[src/rtl/dcache_data_ctrl.sv]
// rtl/dcache_data_ctrl.sv - D-cache data array sequencer and CPU/miss arbiter
module dcache_data_ctrl #(
  parameter int INDEX_W = 7,
  parameter int LINE_W  = 256,
  parameter int BEATS   = 8,
  localparam int WORD_W = $clog2(BEATS)
) (
  input  logic               aclk,
  input  logic               aresetn,
  input  logic               cpu_req,
  input  logic               cpu_we,
  input  logic [INDEX_W-1:0] cpu_index,
  input  logic [WORD_W-1:0]  cpu_word,
  input  logic [31:0]        cpu_wdata,
  input  logic [3:0]         cpu_wstrb,
  output logic               cpu_ack,
  output logic               cpu_rvalid,
  output logic [LINE_W-1:0]  cpu_rdata,
  input  logic               miss_req,
  input  logic [INDEX_W-1:0] miss_index,
  input  logic               miss_dirty,
  output logic               wb_valid,
  input  logic               wb_ready,
  output logic [LINE_W-1:0]  wb_data,
  input  logic               rf_valid,
  input  logic [31:0]        rf_data,
  output logic               miss_done,
  output logic               bram_wea,
  output logic               bram_web,
  output logic [INDEX_W-1:0] bram_addra,
  output logic [INDEX_W-1:0] bram_addrb,
  output logic [LINE_W-1:0]  bram_dina,
  output logic [LINE_W-1:0]  bram_dinb,
  input  logic [LINE_W-1:0]  bram_douta,
  input  logic [LINE_W-1:0]  bram_doutb
);

  typedef enum logic [2:0] {
    IDLE, LD_DATA, ST_MERGE, WB_RD, WB_SEND, REFILL, RF_WR
  } state_e;

  state_e               state_q, state_d;
  logic [WORD_W-1:0]    cnt_q;
  logic [INDEX_W-1:0]   cpu_idx_q;
  logic [WORD_W-1:0]    word_q;
  logic [31:0]          wdata_q;
  logic [3:0]           wstrb_q;
  logic [INDEX_W-1:0]   miss_idx_q;
  logic [LINE_W-1:0]    wb_q;
  logic [BEATS-1:0][31:0] lbuf_q;
  logic [LINE_W-1:0]    merged;
  logic                 cpu_take;
  logic                 miss_take;

  // Miss traffic wins arbitration; CPU is only taken from IDLE
  assign miss_take = (state_q == IDLE) && miss_req;
  assign cpu_take  = (state_q == IDLE) && !miss_req && cpu_req;
  assign wb_data   = wb_q;

  // Overlay the latched store bytes onto the line read back on port A
  always_comb begin
    merged = bram_douta;
    for (int w = 0; w < BEATS; w++) begin
      for (int b = 0; b < 4; b++) begin
        if (word_q == WORD_W'(w) && wstrb_q[b]) begin
          merged[w*32 + b*8 +: 8] = wdata_q[b*8 +: 8];
        end
      end
    end
  end

  // Next state plus every BRAM and handshake output
  always_comb begin
    state_d    = state_q;
    cpu_ack    = 1'b0;
    cpu_rvalid = 1'b0;
    cpu_rdata  = '0;
    wb_valid   = 1'b0;
    miss_done  = 1'b0;
    bram_wea   = 1'b0;
    bram_web   = 1'b0;
    bram_addra = '0;
    bram_addrb = '0;
    bram_dina  = '0;
    bram_dinb  = '0;
    unique case (state_q)
      IDLE: begin
        if (miss_req) begin
          bram_addrb = miss_index;
          state_d    = miss_dirty ? WB_RD : REFILL;
        end else if (cpu_req) begin
          bram_addra = cpu_index;
          cpu_ack    = 1'b1;
          state_d    = cpu_we ? ST_MERGE : LD_DATA;
        end
      end
      LD_DATA: begin
        cpu_rdata  = bram_douta;
        cpu_rvalid = 1'b1;
        state_d    = IDLE;
      end
      ST_MERGE: begin
        bram_wea   = 1'b1;
        bram_addra = cpu_idx_q;
        bram_dina  = merged;
        state_d    = IDLE;
      end
      WB_RD: begin
        bram_addrb = miss_idx_q;
        state_d    = WB_SEND;
      end
      WB_SEND: begin
        wb_valid = 1'b1;
        if (wb_ready) state_d = REFILL;
      end
      REFILL: begin
        if (rf_valid && cnt_q == WORD_W'(BEATS-1)) state_d = RF_WR;
      end
      RF_WR: begin
        bram_web   = 1'b1;
        bram_addrb = miss_idx_q;
        bram_dinb  = lbuf_q;
        miss_done  = 1'b1;
        state_d    = IDLE;
      end
      default: state_d = IDLE;
    endcase
  end

  // State, request latches, victim capture and refill line assembly
  always_ff @(posedge aclk or negedge aresetn) begin
    if (!aresetn) begin
      state_q    <= IDLE;
      cnt_q      <= '0;
      cpu_idx_q  <= '0;
      word_q     <= '0;
      wdata_q    <= '0;
      wstrb_q    <= '0;
      miss_idx_q <= '0;
      wb_q       <= '0;
      lbuf_q     <= '0;
    end else begin
      state_q <= state_d;
      if (cpu_take) begin
        cpu_idx_q <= cpu_index;
        word_q    <= cpu_word;
        wdata_q   <= cpu_wdata;
        wstrb_q   <= cpu_wstrb;
      end
      if (miss_take) begin
        miss_idx_q <= miss_index;
        cnt_q      <= '0;
      end
      if (state_q == WB_RD) wb_q <= bram_doutb;
      if (state_q == REFILL && rf_valid) begin
        lbuf_q[cnt_q] <= rf_data;
        cnt_q         <= cnt_q + 1'b1;
      end
      if (state_q == RF_WR) cnt_q <= '0;
    end
  end

endmodule

[config.mk]
export PLATFORM = sky130hd
export DESIGN_NAME = dcache_data_ctrl
export DESIGN_NICKNAME = d
export VERILOG_FILES = /design/src/rtl/dcache_data_ctrl.sv
export SDC_FILE = /design/constraint.sdc
export NUM_CORES = 1
export LEC_CHECK = 0
export BUFFER_PORTS_ARGS = -buffer_cell sky130_fd_sc_hd__buf_2
export CAP_MARGIN = 20
export CORE_AREA = 8 8 631 633
export DETAILED_ROUTE_END_ITERATION = 8
export DIE_AREA = 0 0 639 641
export PLACE_DENSITY = 0.35
export REMOVE_ABC_BUFFERS = 1
export SLEW_MARGIN = 20
export SYNTH_ARGS = -nofsm -noshare
export SYNTH_HDL_FRONTEND = slang
export SYNTH_SLANG_ARGS = --single-unit
export TNS_END_PERCENT = 10
[constraint.sdc]
create_clock -name aclk -period 2 [get_ports aclk]
set_clock_uncertainty 0.1 [all_clocks]
set_input_delay 0.1 -clock aclk [delete_from_list [all_inputs] [get_ports aclk]]
set_output_delay 0.1 -clock aclk [all_outputs]
set_load 0.05 [all_outputs]
==> flow_metrics.tcl, run 1 <==
set metrics [dict create \
    status "finished with violations" \
    violations "negative setup slack" \
    netlist-cell-type-count 46 \
    clk_pin_slew_ps 60 \
    initial_antenna_violation_count 144 \
    fp-row-count 229 \
    via_count_of_the_first_global_routing_pass 34700 \
    cts_root_buffer "sky130_fd_sc_hd__clkbuf_16" \
    layout_common_cells "sky130_fd_sc_hd__buf_2, sky130_fd_sc_hd__dfrtp_1, sky130_fd_sc_hd__dlygate4sd3_1" \
    layout.cells.most_common "sky130_fd_sc_hd__buf_2" \
    dr.pass1.iters 7 \
    area_growth_syn_to_layout_pct 123 \
    achievable-frequency_mhz 343 \
    grt_usage_pct 13.9 \
    timing.critical_path.fanout_max 8 \
    timing.rr.start "state_q[0]$_DFFE_PN0P_" \
    clock_latency_ps 750 \
    io_buffer_count 1648 \
    worst-slew-pin-transition_ps 862 \
    dominantRegCellSynth "sky130_fd_sc_hd__dfrtp_1" \
    cts_buffer_depth 4 \
    preCtsSetupSlack_ps -374 \
    syn-cell-area_sq_um 29500 \
    cts_buffers 88 \
    synthDominantAreaCellType "sky130_fd_sc_hd__dfrtp_1" \
    worst_ep_required_time_ps 1800 \
    max_capacitance_violation_total 0 \
    die_w_microns 639 \
    worst-r2r-cell-count 10 \
    hold_class "in2reg" \
    max_stage_delay_cell_worst_path "sky130_fd_sc_hd__dfrtp_4" \
    routed_wire_length_per_instance_microns 29.0 \
    initial_utilization_pct 7.60 \
    fin_setup_tns_ps -618710 \
    synth-warning-count 0 \
    synth-edff-count 0 \
    crit_path_cell_trace "buf_12, buf_8, buf_6, and4b_1, buf_6, nand2_2, a21oi_2, buf_4, buf_12" \
    route.detailed.drc 0 \
    arrival_ps 2720 \
    routed_wl_microns 304000 \
    worst_path_dominant_cell_family "buffers and inverters" \
    hold-worst-slack_ps 72.5 \
    synth_area_per_cell_sq_um 11.0 \
    tritoncts_clock_tree "yes" \
    num_io_pins 1649 \
    critical_path.endpoint_type "output pin" \
    ys_ff_latch 571 \
    critical_path.startpoint_type "flip-flop" \
    viasPerCell 3.09 \
    floorplan.core_area_sq_um 388000 \
    grt_overflow 0 \
    share_of_cells_above_drive_strength_1_pct 60.2 \
    num-nets-final 5750 \
    critPathKind "reg2out" \
    setup_ws_ps -919 \
    grt_setup_unrepaired "true" \
    ir_worst_vdd_mv 1.11 \
    setup_viol 1306 \
    post_synth_inst_count 2687 \
    final_util_pct 17.0 \
    drt_iter0_drc 1363 \
    fp.dieH_microns 641 \
    ff2ff_setup_slack_ps -360 \
    timing.rr.end "wdata_q[19]$_DFFE_PN0P_" \
    hpwl_microns 261000 \
    ys_seq_area_share_pct 48.5 \
    cellLeakagePower_nw 28.9 \
    netlist.area_leader.share_pct 48.5 \
    htree_num_levels 3 \
    cpPeakStageDelay_ps 530 \
    power_per_cell_area_nw_per_um2 1340 \
    slew_violations 0 \
    grt_first_pass_wirelength_microns 379000 \
    hold_violations 0 \
    minimum_period_implied_by_the_final_worst_setup_slack_ps 2920 \
    async_flop_share_pct 100 \
    hold_path_startpoint "bram_doutb[57]" \
    cts_sinks 571 \
    die_area_sq_um 410000 \
    ant_nets 0 \
    gpl.final_weighted_congestion 0.964 \
    largest_net_degree_at_the_start_of_global_routing 61 \
    route.vias.total 32400 \
    path_buf_inv 6 \
    relSlewSlack_pct 42.5 \
    worstHoldPathCells 3 \
    whs_endpoint "wb_data[57]$_DFFE_PN0P_" \
    ys_top_cells_by_area "sky130_fd_sc_hd__dfrtp_1, sky130_fd_sc_hd__mux2_2, sky130_fd_sc_hd__and2_1" \
    post-route-period-util_pct 146 \
]
[layout make-up]
class,count,area (sq um)
diodes,75,188
clock buffers,124,2510
clock inverters,31,360
fillers,43200,322000
inverters,5,33.8
multi-input cells,1872,16200
flip-flops and latches,571,14300
well taps,5197,6500
repair buffers,2605,25700
[logic make-up (layout without fill, tap and decap cells)]
family / count (synthesis) / after routing / share of synthesized area [%]
and+or+nand+nor: 1025 / 1025 / 19.2
muxes: 662 / 662 / 25.2
DFF: 571 / 571 / 48.5
buffers and inverters: 244 / 2765 / 3.68
AOI/OAI and AO/OA: 183 / 183 / 3.33
adders and majority gates: 2 / 2 / 0.0849
other: 0 / 75 / 0
[flip-flops by register name (all words and copies together), names as in the netlist]
signal / count
cnt_q: 3
cpu_idx_q: 7
lbuf_q: 256
miss_idx_q: 7
state_q: 3
wb_data: 256
wdata_q: 32
word_q: 3
wstrb_q: 4
[metrics by stage]
step                std cells  area (sq um)  power [W]
finish                  10500         65800     0.0881
global route            10400         65700     0.0919
CTS                     10400         63100     0.0879
detailed placement       9666         53000     0.0681
global placement         9666         53000     0.0679
floorplan                2448         28400     0.0432
[worst max path at each step]
stage                           startpoint                     end  cells past startpoint
finish               word_q[0]$_DFFE_PN0P_          bram_dina[195]                      9
global route         word_q[0]$_DFFE_PN0P_          bram_dina[146]                      8
CTS                 state_q[0]$_DFFE_PN0P_          bram_dina[247]                      7
detailed placement   word_q[2]$_DFFE_PN0P_           bram_dina[86]                      8
global placement     word_q[2]$_DFFE_PN0P_           bram_dina[86]                      8
floorplan           state_q[1]$_DFFE_PN0P_  wb_data[0]$_DFFE_PN0P_                      2
[per-layer routing]
| layer | GRT usage [%] | vias to the layer above | wire length (microns) |
|---|---|---|---|
| met5 | 0 | - | 501 |
| met4 | 5.22 | 78 | 14700 |
| met3 | 3.98 | 412 | 21000 |
| met2 | 27.7 | 1374 | 168000 |
| met1 | 13.4 | 16400 | 100000 |
| li1 | - | 14100 | - |
[timing repair]
| action | 4_1_cts | 5_1_grt |
|---|---|---|
| gates cloned | 12 | 15 |
| hold endpoints to repair | 1134 | 3 |
| pin swaps | 62 | 78 |
| resized for setup | 344 | 634 |
| hold buffers | 536 | 1 |
| buffers inserted | 32 | 23 |
| endpoints found under the setup margin | 1101 | 1310 |
[synthesized netlist by cell type (5+ instances only)]
cell                       number
sky130_fd_sc_hd__dfrtp_1      571
sky130_fd_sc_hd__mux2_2       530
sky130_fd_sc_hd__and2_1       512
sky130_fd_sc_hd__nand2_1      325
sky130_fd_sc_hd__a21oi_1      162
sky130_fd_sc_hd__clkbuf_1     111
sky130_fd_sc_hd__nor2_1       105
sky130_fd_sc_hd__mux2i_1       97
sky130_fd_sc_hd__buf_2         68
sky130_fd_sc_hd__buf_1         46
sky130_fd_sc_hd__mux2_4        29
sky130_fd_sc_hd__and4b_1       13
sky130_fd_sc_hd__nand4b_1      13
sky130_fd_sc_hd__nor4bb_1      12
sky130_fd_sc_hd__buf_6          8
sky130_fd_sc_hd__a22o_1         7
sky130_fd_sc_hd__a32oi_1        7
sky130_fd_sc_hd__buf_4          6
sky130_fd_sc_hd__mux2_1         6
sky130_fd_sc_hd__inv_1          5
sky130_fd_sc_hd__nand4_1        5
sky130_fd_sc_hd__or4b_2         5
[power by group]
part / internal [W] / total, W / switching (W)
sequential: 0.0165 / 0.0206 / 0.00410
clock: 0.00941 / 0.0158 / 0.00644
combinational: 0.0183 / 0.0516 / 0.0333
total: 0.0442 / 0.0881 / 0.0439
[worst reg2reg max path: stages, from the launching register on]
cell	delay (ps)
sky130_fd_sc_hd__dfrtp_1	400
sky130_fd_sc_hd__buf_6	130
sky130_fd_sc_hd__buf_6	110
sky130_fd_sc_hd__buf_6	120
sky130_fd_sc_hd__nor4_4	210
sky130_fd_sc_hd__buf_6	140
sky130_fd_sc_hd__buf_6	120
sky130_fd_sc_hd__nand2_8	70
sky130_fd_sc_hd__buf_4	210
sky130_fd_sc_hd__bufbuf_16	340
sky130_fd_sc_hd__mux2_4	310
(Power assumes the default switching activity.)
==> inputs of run 2 (changes only) <==
--- a/config.mk
+++ b/config.mk
@@ -11,6 +11,7 @@
 export DETAILED_ROUTE_END_ITERATION = 8
 export DIE_AREA = 0 0 639 641
 export PLACE_DENSITY = 0.35
+export RECOVER_POWER = 25
 export REMOVE_ABC_BUFFERS = 1
 export SLEW_MARGIN = 20
 export SYNTH_ARGS = -nofsm -noshare
==> run 2 against run 1 <==
  * Combinational power about the same
  * Sequential share of layout area about the same
  * Routed wire length about the same
  * Global-route usage unchanged
  * Non-clock buffer count unchanged
  * Setup slack better by 7.7 ps
  * Power about the same
  * Maximum frequency up 0.26%
  * The flow still finishes with violations (negative setup slack)
  * Count of clock-buffer cells in the layout unchanged
==> flow_metrics.tcl, run 2 (synthesis results as in run 1) <==
set metrics [dict create \
    reported_net_switching_power_w 0.0438 \
    cts_sinks 571 \
    setup_ws_ps -911 \
    num-nets-final 5750 \
    fp.dieH_microns 641 \
    route.detailed.drc 0 \
    die_w_microns 639 \
    slew_violations 0 \
    layout_common_cells "sky130_fd_sc_hd__buf_2, sky130_fd_sc_hd__dfrtp_1, sky130_fd_sc_hd__dlygate4sd3_1" \
    route.vias.total 32300 \
    hpwl_microns 261000 \
    timing.critical_path.fanout_max 8 \
    clockPowerShare_pct 18.0 \
    violations "negative setup slack" \
    minimum_period_implied_by_the_final_worst_setup_slack_ps 2910 \
    via_count_of_the_first_global_routing_pass 34700 \
    cts_buffers 88 \
    cellLeakagePower_nw 28.9 \
    critical_path.startpoint_type "flip-flop" \
    gpl.final_weighted_congestion 0.964 \
    cts_root_buffer "sky130_fd_sc_hd__clkbuf_16" \
    worst_ep_required_time_ps 1800 \
    setup_viol 1729 \
    relSlewSlack_pct 34.2 \
    num_io_pins 1649 \
    place.detailed.instances 9666 \
    layout.cells.most_common "sky130_fd_sc_hd__buf_2" \
    fp-row-count 229 \
    dr.pass1.iters 5 \
    status "finished with violations" \
    achievable-frequency_mhz 344 \
    clk_pin_slew_ps 60 \
    initial_antenna_violation_count 144 \
    grt_first_pass_wirelength_microns 379000 \
    critical_path.endpoint_type "output pin" \
    arrival_ps 2710 \
    fillerInstances 43200 \
    routed_wl_microns 304000 \
    cts_buffer_depth 4 \
    ir_worst_vdd_mv 1.10 \
    die_area_sq_um 410000 \
    viasPerCell 3.08 \
    ant_nets 0 \
    routed_wire_length_per_instance_microns 29.0 \
    critPathKind "reg2out" \
    drt_iter0_drc 1347 \
    worst-r2r-cell-count 10 \
    hold_class "in2reg" \
    internal_power_w 0.0442 \
    post-route-period-util_pct 146 \
    grt_setup_unrepaired "true" \
    worstHoldPathCells 3 \
    power_per_cell_area_nw_per_um2 1340 \
    initial_utilization_pct 7.60 \
    share_seq_of_total_power_pct 23.4 \
    hold-worst-slack_ps 73.3 \
    finish.cell_count_without_fillers 10500 \
    largest_net_degree_at_the_start_of_global_routing 61 \
    max_capacitance_violation_total 0 \
    grt_usage_pct 13.9 \
    power_frac_comb_pct 58.7 \
    tritoncts_clock_tree "yes" \
    io_buffer_count 1648 \
    worst-slew-pin-transition_ps 987 \
    area_growth_syn_to_layout_pct 123 \
    p_sw_share_pct 49.8 \
    hold_violations 0 \
    clock_latency_ps 750 \
    share_of_cells_above_drive_strength_1_pct 60.2 \
    grt_overflow 0 \
    floorplan.core_area_sq_um 388000 \
    htree_num_levels 3 \
]
-- run 2: worst max-delay path: stages (launching register included) --
cell and delay (ps):
sky130_fd_sc_hd__dfrtp_4 530, sky130_fd_sc_hd__buf_12 170, sky130_fd_sc_hd__buf_8 140, sky130_fd_sc_hd__buf_6 130, sky130_fd_sc_hd__and4b_1 250, sky130_fd_sc_hd__buf_6 160
sky130_fd_sc_hd__nand2_2 60, sky130_fd_sc_hd__a21oi_2 210, sky130_fd_sc_hd__buf_4 150, sky130_fd_sc_hd__buf_12 130
-- run 2: final timing paths --
path                                           endpoint  slack, ps                   start
worst max register to register  wdata_q[19]$_DFFE_PN0P_       -360  state_q[0]$_DFFE_PN0P_
worst max-delay path                     bram_dina[195]       -910   word_q[0]$_DFFE_PN0P_
worst min-delay path            wb_data[57]$_DFFE_PN0P_         70          bram_doutb[57]
worst min register to register    lbuf_q[2]$_DFFE_PN0P_        380   lbuf_q[2]$_DFFE_PN0P_
max in group asynchronous       wb_data[43]$_DFFE_PN0P_       -280                 aresetn
min in group asynchronous       wb_data[70]$_DFFE_PN0P_        860                 aresetn
-- run 2: cell type report --
| class | instances | area [sq um] | share of cell area, % |
|---|---|---|---|
| antenna | 73 | 183 | 0.278 |
| sequential | 571 | 14300 | 21.7 |
| timing repair buffer | 2605 | 25700 | 39.1 |
| inverter | 5 | 33.8 | 0.0514 |
| tap | 5197 | 6500 | 9.88 |
| multi-input combinational | 1872 | 16200 | 24.6 |
| clock buffer | 124 | 2510 | 3.81 |
| clock inverter | 31 | 360 | 0.548 |
-- run 2: power groups by stage --
stage / Sequential (W) / Clock [W] / Combinational [W]
3_5_place_dp: 0.0208 / 0 / 0.0473
4_1_cts: 0.0207 / 0.0167 / 0.0505
6_report: 0.0206 / 0.0158 / 0.0516
3_3_place_gp: 0.0206 / 0 / 0.0473
5_1_grt: 0.0212 / 0.0170 / 0.0537
2_1_floorplan: 0.0288 / 0 / 0.0144
-- run 2: layer usage --
layer	track usage (%)	wire length, microns	up-vias
met2	27.7	168000	1336
met1	13.4	100000	16300
met4	5.22	14500	80
met3	3.98	20600	414
li1	-	-	14100
met5	0	508	-
-- run 2: repair_timing --
| action | in CTS | in global routing |
|---|---|---|
| resized for setup | 344 | 634 |
| cloned | 12 | 15 |
| setup endpoints to repair | 1101 | 1310 |
| hold buffers | 536 | 1 |
| pin swaps | 62 | 78 |
| buffers inserted | 32 | 23 |
| endpoints found under the hold margin | 1134 | 3 |
-- run 2: per-stage QoR --
step	area, sq um	TNS, ps	total power, W	setup slack [ps]	util [%]
2_1_floorplan	28400	-4999750	0.0432	-6850	-
3_3_place_gp	53000	-59990	0.0679	-372	13.7
3_5_place_dp	53000	-71690	0.0681	-374	13.7
4_1_cts	63100	-754930	0.0879	-1030	16.3
5_1_grt	65700	-927730	0.0919	-1030	17.0
6_report	65800	-696560	0.0880	-911	17.0
